==> config.mk <==
export PLATFORM = sky130hd
export DESIGN_NAME = window_scan_sequencer
export DESIGN_NICKNAME = d
export VERILOG_FILES = /design/src/rtl/window_scan_sequencer.sv
export SDC_FILE = /design/constraint.sdc
export NUM_CORES = 1
export LEC_CHECK = 0
export ABC_AREA = 1
export CAP_MARGIN = 20
export CORE_MARGIN = 2
export CORE_UTILIZATION = 59
export CTS_CLUSTER_SIZE = 8
export DETAILED_ROUTE_END_ITERATION = 6
export PLACE_DENSITY = 0.88
export SLEW_MARGIN = 10
export SYNTH_ARGS = -nofsm -noshare
export SYNTH_HDL_FRONTEND = slang
export SYNTH_SLANG_ARGS = --single-unit
==> constraint.sdc <==
create_clock -name clk_i -period 4.61 [get_ports clk_i]
set_input_delay 0.461 -clock clk_i [delete_from_list [all_inputs] [get_ports clk_i]]
set_output_delay 0.461 -clock clk_i [all_outputs]
set_load 0.01 [all_outputs]
==> src/rtl/window_scan_sequencer.sv <==
// Sequences a multi-scale sliding-window scan: requests each scale's geometry, starts
// its image prep, then issues CORES-wide window batches and emits one record per batch.
module window_scan_sequencer #(
   parameter int CORES = 4,
   parameter int CW    = 10,
   parameter int SW    = 5
) (
   input  logic             clk_i,
   input  logic             reset_i,
   input  logic             start_i,
   input  logic             abort_i,
   input  logic [CW-1:0]    cfg_width_i,
   input  logic [CW-1:0]    cfg_height_i,
   input  logic [SW-1:0]    cfg_num_scales_i,
   output logic             ready_o,
   output logic             done_o,
   output logic             scale_req_o,
   input  logic             scale_ack_i,
   output logic [SW-1:0]    scale_idx_o,
   input  logic [CW-1:0]    scale_w_i,
   input  logic [CW-1:0]    scale_h_i,
   input  logic [CW-1:0]    scale_win_i,
   output logic             prep_start_o,
   input  logic             prep_done_i,
   output logic             win_valid_o,
   input  logic             win_ready_i,
   output logic [CW-1:0]    win_x_o,
   output logic [CW-1:0]    win_y_o,
   output logic [CORES-1:0] win_mask_o,
   output logic             win_dblbuf_o,
   input  logic             proc_done_i,
   output logic             res_valid_o,
   input  logic             res_ready_i,
   output logic [CW-1:0]    res_x_o,
   output logic [CW-1:0]    res_y_o,
   output logic [SW-1:0]    res_scale_o,
   output logic [CORES-1:0] res_mask_o,
   output logic             res_exit_o,
   output logic [15:0]      batch_cnt_o
);

   localparam int XW = CW + 2;

   typedef enum logic [3:0] {
      IDLE, SCALE_REQ, PREP, ISSUE, WAIT_PROC, STORE, ADVANCE, EXIT, DONE
   } state_t;

   state_t        state_q, state_d;
   logic [CW-1:0] x_q, x_d, y_q, y_d;
   logic [CW-1:0] scW_q, scW_d, scH_q, scH_d, scWin_q, scWin_d;
   logic [SW-1:0] scaleIdx_q, scaleIdx_d;
   logic [15:0]   batchCnt_q, batchCnt_d;
   logic          dblbuf_q, dblbuf_d;
   logic          skip_q, skip_d;
   logic          prepSent_q, prepSent_d;

   logic [XW-1:0]    xExt, yExt, wExt, hExt, winExt;
   logic [CORES-1:0] mask;
   logic             fitX, fitY, skipCond, lastScale;

   // Geometry arithmetic is widened by two bits so window-past-edge sums never wrap.
   assign xExt      = XW'(x_q);
   assign yExt      = XW'(y_q);
   assign wExt      = XW'(scW_q);
   assign hExt      = XW'(scH_q);
   assign winExt    = XW'(scWin_q);
   assign fitX      = (xExt + XW'(CORES) + winExt) <= wExt;
   assign fitY      = (yExt + XW'(1) + winExt) <= hExt;
   assign skipCond  = (scale_win_i > scale_w_i) || (scale_win_i > scale_h_i);
   assign lastScale = ((SW+1)'(scaleIdx_q) + (SW+1)'(1)) == (SW+1)'(cfg_num_scales_i);

   // Lane l is usable only if its whole window still fits inside the scaled width.
   always_comb begin
      mask = '0;
      for (int l = 0; l < CORES; l++) begin
         mask[l] = (xExt + XW'(l) + winExt) <= wExt;
      end
   end

   // State and datapath registers; reset abandons the frame outright.
   always_ff @(posedge clk_i or posedge reset_i) begin
      if (reset_i) begin
         state_q    <= IDLE;
         x_q        <= '0;
         y_q        <= '0;
         scW_q      <= '0;
         scH_q      <= '0;
         scWin_q    <= '0;
         scaleIdx_q <= '0;
         batchCnt_q <= '0;
         dblbuf_q   <= 1'b0;
         skip_q     <= 1'b0;
         prepSent_q <= 1'b0;
      end else begin
         state_q    <= state_d;
         x_q        <= x_d;
         y_q        <= y_d;
         scW_q      <= scW_d;
         scH_q      <= scH_d;
         scWin_q    <= scWin_d;
         scaleIdx_q <= scaleIdx_d;
         batchCnt_q <= batchCnt_d;
         dblbuf_q   <= dblbuf_d;
         skip_q     <= skip_d;
         prepSent_q <= prepSent_d;
      end
   end

   // Next-state logic; abort overrides every transition and any pending handshake.
   always_comb begin
      state_d    = state_q;
      x_d        = x_q;
      y_d        = y_q;
      scW_d      = scW_q;
      scH_d      = scH_q;
      scWin_d    = scWin_q;
      scaleIdx_d = scaleIdx_q;
      batchCnt_d = batchCnt_q;
      dblbuf_d   = dblbuf_q;
      skip_d     = skip_q;
      prepSent_d = prepSent_q;
      case (state_q)
         IDLE: begin
            if (start_i) begin
               x_d        = '0;
               y_d        = '0;
               scaleIdx_d = '0;
               batchCnt_d = '0;
               dblbuf_d   = 1'b0;
               state_d    = (cfg_num_scales_i == '0) ? EXIT : SCALE_REQ;
            end
         end
         SCALE_REQ: begin
            if (scale_ack_i) begin
               scW_d      = scale_w_i;
               scH_d      = scale_h_i;
               scWin_d    = scale_win_i;
               skip_d     = skipCond;
               prepSent_d = 1'b0;
               state_d    = skipCond ? ADVANCE : PREP;
            end
         end
         PREP: begin
            prepSent_d = 1'b1;
            if (prep_done_i) begin
               x_d     = '0;
               y_d     = '0;
               state_d = ISSUE;
            end
         end
         ISSUE: begin
            if (win_ready_i) begin
               if (batchCnt_q != 16'hFFFF) begin
                  batchCnt_d = batchCnt_q + 16'd1;
               end
               state_d = WAIT_PROC;
            end
         end
         WAIT_PROC: begin
            if (proc_done_i) begin
               state_d = STORE;
            end
         end
         STORE: begin
            if (res_ready_i) begin
               dblbuf_d = ~dblbuf_q;
               state_d  = ADVANCE;
            end
         end
         ADVANCE: begin
            if (!skip_q && fitX) begin
               x_d     = x_q + CW'(CORES);
               state_d = ISSUE;
            end else if (!skip_q && fitY) begin
               x_d     = '0;
               y_d     = y_q + CW'(1);
               state_d = ISSUE;
            end else begin
               scaleIdx_d = scaleIdx_q + SW'(1);
               state_d    = lastScale ? EXIT : SCALE_REQ;
            end
         end
         EXIT: begin
            if (res_ready_i) begin
               state_d = DONE;
            end
         end
         DONE: begin
            state_d = IDLE;
         end
         default: begin
            state_d = IDLE;
         end
      endcase
      if (abort_i && !(state_q inside {IDLE, EXIT, DONE})) begin
         state_d    = EXIT;
         batchCnt_d = batchCnt_q;
         dblbuf_d   = dblbuf_q;
      end
   end

   assign ready_o      = (state_q == IDLE);
   assign done_o       = (state_q == DONE);
   assign scale_req_o  = (state_q == SCALE_REQ);
   assign scale_idx_o  = scaleIdx_q;
   assign prep_start_o = (state_q == PREP) && !prepSent_q;
   assign win_valid_o  = (state_q == ISSUE);
   assign win_x_o      = (state_q == ISSUE) ? x_q : '0;
   assign win_y_o      = (state_q == ISSUE) ? y_q : '0;
   assign win_mask_o   = (state_q == ISSUE) ? mask : '0;
   assign win_dblbuf_o = dblbuf_q;
   assign res_valid_o  = (state_q == STORE) || (state_q == EXIT);
   assign res_exit_o   = (state_q == EXIT);
   assign res_x_o      = (state_q == STORE) ? x_q : ((state_q == EXIT) ? cfg_width_i : '0);
   assign res_y_o      = (state_q == STORE) ? y_q : ((state_q == EXIT) ? cfg_height_i : '0);
   assign res_scale_o  = (state_q == STORE) ? scaleIdx_q : '0;
   assign res_mask_o   = (state_q == STORE) ? mask : '0;
   assign batch_cnt_o  = batchCnt_q;

endmodule

== After elaboration in Yosys (flattened, before gate mapping) ==
Cells that the tools add are included.

* Word-level logic and storage cells: 133
* Output and inout port bits: 82
* Flip-flop bits (word level): 78
* Input bits: 64

* Add/sub/neg operators: 16
* Reductions and logical operators: 25
* Eq/ne operators: 27
* $lt $le $gt $ge: 8
* Bitwise operators: 2
* Multiplexer cells: 44

{| class="wikitable"
|+ Operators by type and width
! operator !! count
|-
| two-way mux 10 bit || 12
|-
| adder 11 x 10 -> 12 bit || 5
|-
| <= comparator 12 x 10 -> 1 bit || 5
|-
| case mux 10 bit (3 select lines) || 2
|-
| two-way mux 16 bit || 3
|-
| two-way mux 4 bit || 10
|-
| case mux 16 bit (2 select lines) || 1
|-
| case mux 4 bit (8 select lines) || 1
|-
| adder 10 x 1 -> 11 bit, second input constant || 2
|-
| adder 10 x 2 -> 11 bit, second input constant || 2
|-
| greater-than comparator 10 bit || 2
|-
| two-way mux 5 bit || 4
|-
| adder 16 x 1 -> 16 bit, second input constant || 1
|-
| == test 4 x 3 -> 1 bit, second input constant || 4
|-
| inequality test 16 bit, second input constant || 1
|-
| two-way mux 3 bit || 5
|-
| inequality test 2 bit, second input constant || 6
|-
| inequality test 3 bit, second input constant || 4
|-
| AND reduction 4 bit || 3
|-
| adder 10 x 10 -> 11 bit || 1
|-
| adder 10 x 3 -> 11 bit, second input constant || 1
|-
| <= comparator 11 x 10 -> 1 bit || 1
|-
| adder 10 x 1 -> 10 bit, second input constant || 1
|-
| adder 10 x 3 -> 10 bit, second input constant || 1
|-
| 23 further kinds || 44
|}

== Logic depth before layout (Yosys ltp) ==
* Depth in word-level cells: 8
* Gate-level depth with buffers: 24
* Depth with buffers taken out: 24

== Worst setup path before layout ==
No wires, ideal clock.

* Path type: flip-flop to output port
* Start point: reg x_q[5]
* End point: out res_mask_o[3]
* Cell stages (with the launch flop): 18
* Data arrival time: 2985 ps
* Required time: 4149 ps
* Setup slack: 1164 ps
* Path buffers: 1
* Path through: dfrtp_1 -> ha_1 -> fa_1 -> buf_2 -> nand2_1 -> inv_1 -> nand3_1 -> o21ai_0 -> xor2_1 -> ha_1 -> nand4_1 -> o21bai_1 -> o211ai_1 -> nand3_1 -> nand2_1 -> o41ai_1 -> nand3_1 -> nor2_1

* Word-level cells in the longest chain between the ends: 4

{| class="wikitable"
|+ Ends and longest elaborated chain
! element !! RTL line !! source
|-
| start, declared || 49 || <nowiki>logic [CW-1:0] x_q, x_d, y_q, y_d;</nowiki>
|-
| start signal, assigned || 84 || <nowiki>x_q <= '0;</nowiki>
|-
| start signal, assigned || 96 || <nowiki>x_q <= x_d;</nowiki>
|-
| adder 10 x 2 -> 11 bit || 76 || <nowiki>mask[l] = (xExt + XW'(l) + winExt) <= wExt;</nowiki>
|-
| adder 11 x 10 -> 12 bit || 76 ||
|-
| <= comparator 12 x 10 -> 1 bit || 76 ||
|-
| two-way mux 4 bit || 217 || <nowiki>assign res_mask_o = (state_q == STORE) ? mask : '0;</nowiki>
|-
| end, declared || 37 || <nowiki>output logic [CORES-1:0] res_mask_o,</nowiki>
|}

No other way between the ends.

== Worst setup path after layout ==
* Start point: reg x_q[2]
* End point: out res_mask_o[0]

* Word-level cells in the longest chain between the ends: 3

{| class="wikitable"
|+ Ends and longest elaborated chain
! element !! RTL line
|-
| adder 10 x 10 -> 11 bit || 76
|-
| <= comparator 11 x 10 -> 1 bit || 76
|-
| two-way mux 4 bit || 217
|}

No other way between the ends.

==> metrics.yaml <==
antenna_found_initial: 0
dp_hpwl_mm: 18.6
outcome: "completed"
overflow: 0
synth_top_cell_by_area: "dfrtp_1"
clk_pin_slew_worst_paths_ns: 0.06
slew_headroom_pct: 32.6
layout_min_cycle_time_ns: 4.27
synth_seq_cells: 76
hold_class: "reg2reg"
clk_latency_ns: 0.34
hold_start: "scH_q[0]$_DFFE_PP0P_"
maxCapViolCount: 0
cpLargestDelayFamily: "adder cells"
clock.fmax_mhz: 234
cp_num_buf_inv: 2
holdPathEnd: "scH_q[0]$_DFFE_PP0P_"
worst_pin_slew_ns: 1.01
synthesis.area_sq_um: 8260
ant_nets: 0
whs_path_depth: 2
drv_slew: 0
ys_warn_count: 0
p_sw_share_pct: 50.7
wl_per_cell_um: 15.4
crit_chain: "ha_1 -> fa_2 -> inv_1 -> o21ai_0 -> a21oi_1 -> xor2_1 -> ha_1 -> nand2_1 -> nor2_1 -> nor2_1 -> nand2_1 -> o21bai_1 -> nand2_1 -> a21oi_1 -> o21ai_0 -> nor2_1 -> clkdlybuf4s50_1"
hold_ws_ns: 0.482
period_share_pct: 92.7
power.density_nw_per_um2: 595
syn-instance-count: 1177
synth_top_area_share_pct: 23.0
hold_buffers: 0
initialDrtViolationCount: 601
timing.rr.start: "x_q[5]$_DFFE_PP0P_"
r2r_setup_slack_ns: 0.89
critPathMaxFanout: 6
die-area_sq_um: 15000
required_ns: 4.15
yosysMostFrequentCell: "nand2_1"
fin_ws_ns: 0.335
io_pins: 146
die_y_um: 122
drive_above_1_share_pct: 6.96
syn_to_final_growth_pct: 23.8
end_kind: "output port"
n_antenna_cell: 0
leakagePower_nw: 5.04
switchingPower_mw: 3.08
synth_area_leaders: "dfrtp_1 23%, ha_1 18%, nand2_1 13%"
postSynthAreaPerCell_sq_um: 7.01
synthTopCellsByCount: "290 x nand2_1, 153 x inv_1, 117 x ha_1"
finalSetupViolations: 0
synth_cell_type_count: 49
timing.rr.end: "y_q[3]$_DFFE_PP0P_"
grt_pass1_vias: 7750
grt_pass1_wl_mm: 37.3
cts_tree: "yes"
die_w_um: 122
rsz0062_at_grt: "false"
drt-pass1-iter-count: 5
cp_slowest_cell: "clkdlybuf4s50_1"
cp-start-kind: "flop"
r2r_cells: 17
layout.nets: 1506
vias: 8234
p_clk_share_pct: 11.8
root_buffer: "clkbuf_16"
fp.coreArea_sq_um: 13800
synth_edf_count: 0
htree_num_levels: 3
synthArstFlopShare_pct: 100
setup-tns-final_ns: 0
combPwrFrac_pct: 69.2
seq_area_frac_synth_pct: 23.0
dp_slack_ns: 0.383
drc: 0
path_class: "reg2out"
wl_mm: 23.1
gp_congestion: 0.921
grt_max_degree: 55
finClkSkew_ns: 0.00529
grtUsageTotal_pct: 31.4
start_util_pct: 59.9
cp_slowest_stage_delay_ns: 0.57
cts-buffers-inserted: 9
via_per_inst: 5.49
fp-row-count: 43
arrival_ns: 3.81
cts.sinks: 76
ys.flop_type: "dfrtp_1"
clk_path_buf_depth: 2
timing.final.hold_violations: 0
io_buffers: 143
irDropWorstVdd_mv: 0.398
p_int_mw: 3.00
pwr-share-seq_pct: 19.0
## layout make-up
| class | count | area [sq um] |
|---|---|---|
| clock inverter | 3 | 46.3 |
| fill | 1101 | 3550 |
| sequential | 76 | 1910 |
| timing repair buffer | 151 | 1500 |
| tap | 180 | 225 |
| inverter | 171 | 644 |
| multi-input combinational | 907 | 5650 |
| clock buffer | 13 | 250 |
## cells by family (layout without fill, tap and decap cells)
group	Yosys count	in the layout	share of synthesized area (%)
other	1	5	0.0454
xor gates and xnor gates	72	72	7.64
AOI/OAI and AO/OA	179	179	12.5
adders and majority gates	126	126	19.9
DFF	76	76	23.0
and+or+nand+nor	525	525	27.4
buffers and inverters	198	338	9.44
## cell usage in the layout (no fill, tap or decap), types with 19 or more instances in the layout
cell type        instances
nand2_1                290
inv_1                  151
clkdlybuf4s50_1        139
ha_1                   115
nor2_1                  98
dfrtp_1                 73
o21ai_0                 67
nand3_1                 63
xor2_1                  60
a21oi_1                 55
nand4_1                 19
## state kept, by name, summed over array words and instances (netlist names)
| register | flops |
|---|---|
| scH_q | 10 |
| state_q | 4 |
| prepSent_q | 1 |
| scale_idx_o | 5 |
| y_q | 10 |
| x_q | 8 |
| batch_cnt_o | 16 |
| skip_q | 1 |
| scWin_q | 10 |
| scW_q | 10 |
| win_dblbuf_o | 1 |
## routing by layer
| metal | vias to the layer above | track usage, % | routed length [um] |
|---|---|---|---|
| met5 | - | 0 | 0 |
| met4 | 0 | 13.9 | 974 |
| met3 | 75 | 5.44 | 1210 |
| met2 | 262 | 52.4 | 11200 |
| met1 | 3807 | 39.9 | 9770 |
| li1 | 4090 | - | - |
## worst max-delay path by stage
stage                             startpoint            end  slack, ns  depth (start not counted)
after detailed placement  x_q[4]$_DFFE_PP0P_  res_mask_o[3]       0.38                         17
after global routing      x_q[2]$_DFFE_PP0P_  res_mask_o[1]       0.04                         13
after floorplan           x_q[5]$_DFFE_PP0P_  res_mask_o[3]       1.16                         17
final                     x_q[2]$_DFFE_PP0P_  res_mask_o[0]       0.34                         17
after CTS                 x_q[4]$_DFFE_PP0P_  res_mask_o[3]     0.0003                         17
after global placement    x_q[5]$_DFFE_PP0P_  res_mask_o[3]       0.46                         17
## power by group through the flow
stage	Combinational [mW]	Sequential (mW)	Clock (mW)
floorplan	2.81	1.13	0
global placement	3.94	1.15	0
detailed placement	4.06	1.16	0
CTS	4.09	1.15	0.728
global route	4.72	1.19	0.760
finish	4.21	1.16	0.720
## stage by stage
stage	util [%]	cells	total power [mW]	area, sq um
after floorplan	-	1181	3.94	8270
after global placement	71.4	1482	5.09	9830
after detailed placement	71.4	1482	5.22	9830
after CTS	73.6	1498	5.97	10100
after global routing	74.2	1501	6.67	10200
final	74.2	1501	6.09	10200
## tightest hold or removal path, stage by stage, from the launching register on
cell,delay (ns)
dfrtp_1,0.34
nand2_1,0.05
nand2_1,0.05
## repair_timing
item	4_1_cts	5_1_grt
setup endpoints to repair	1	8
resized for setup	1	30
setup buffers	0	3
pin swaps	0	3
endpoints found under the hold margin	0	0
gates cloned	0	0
Power figures use the tool's default switching activity.
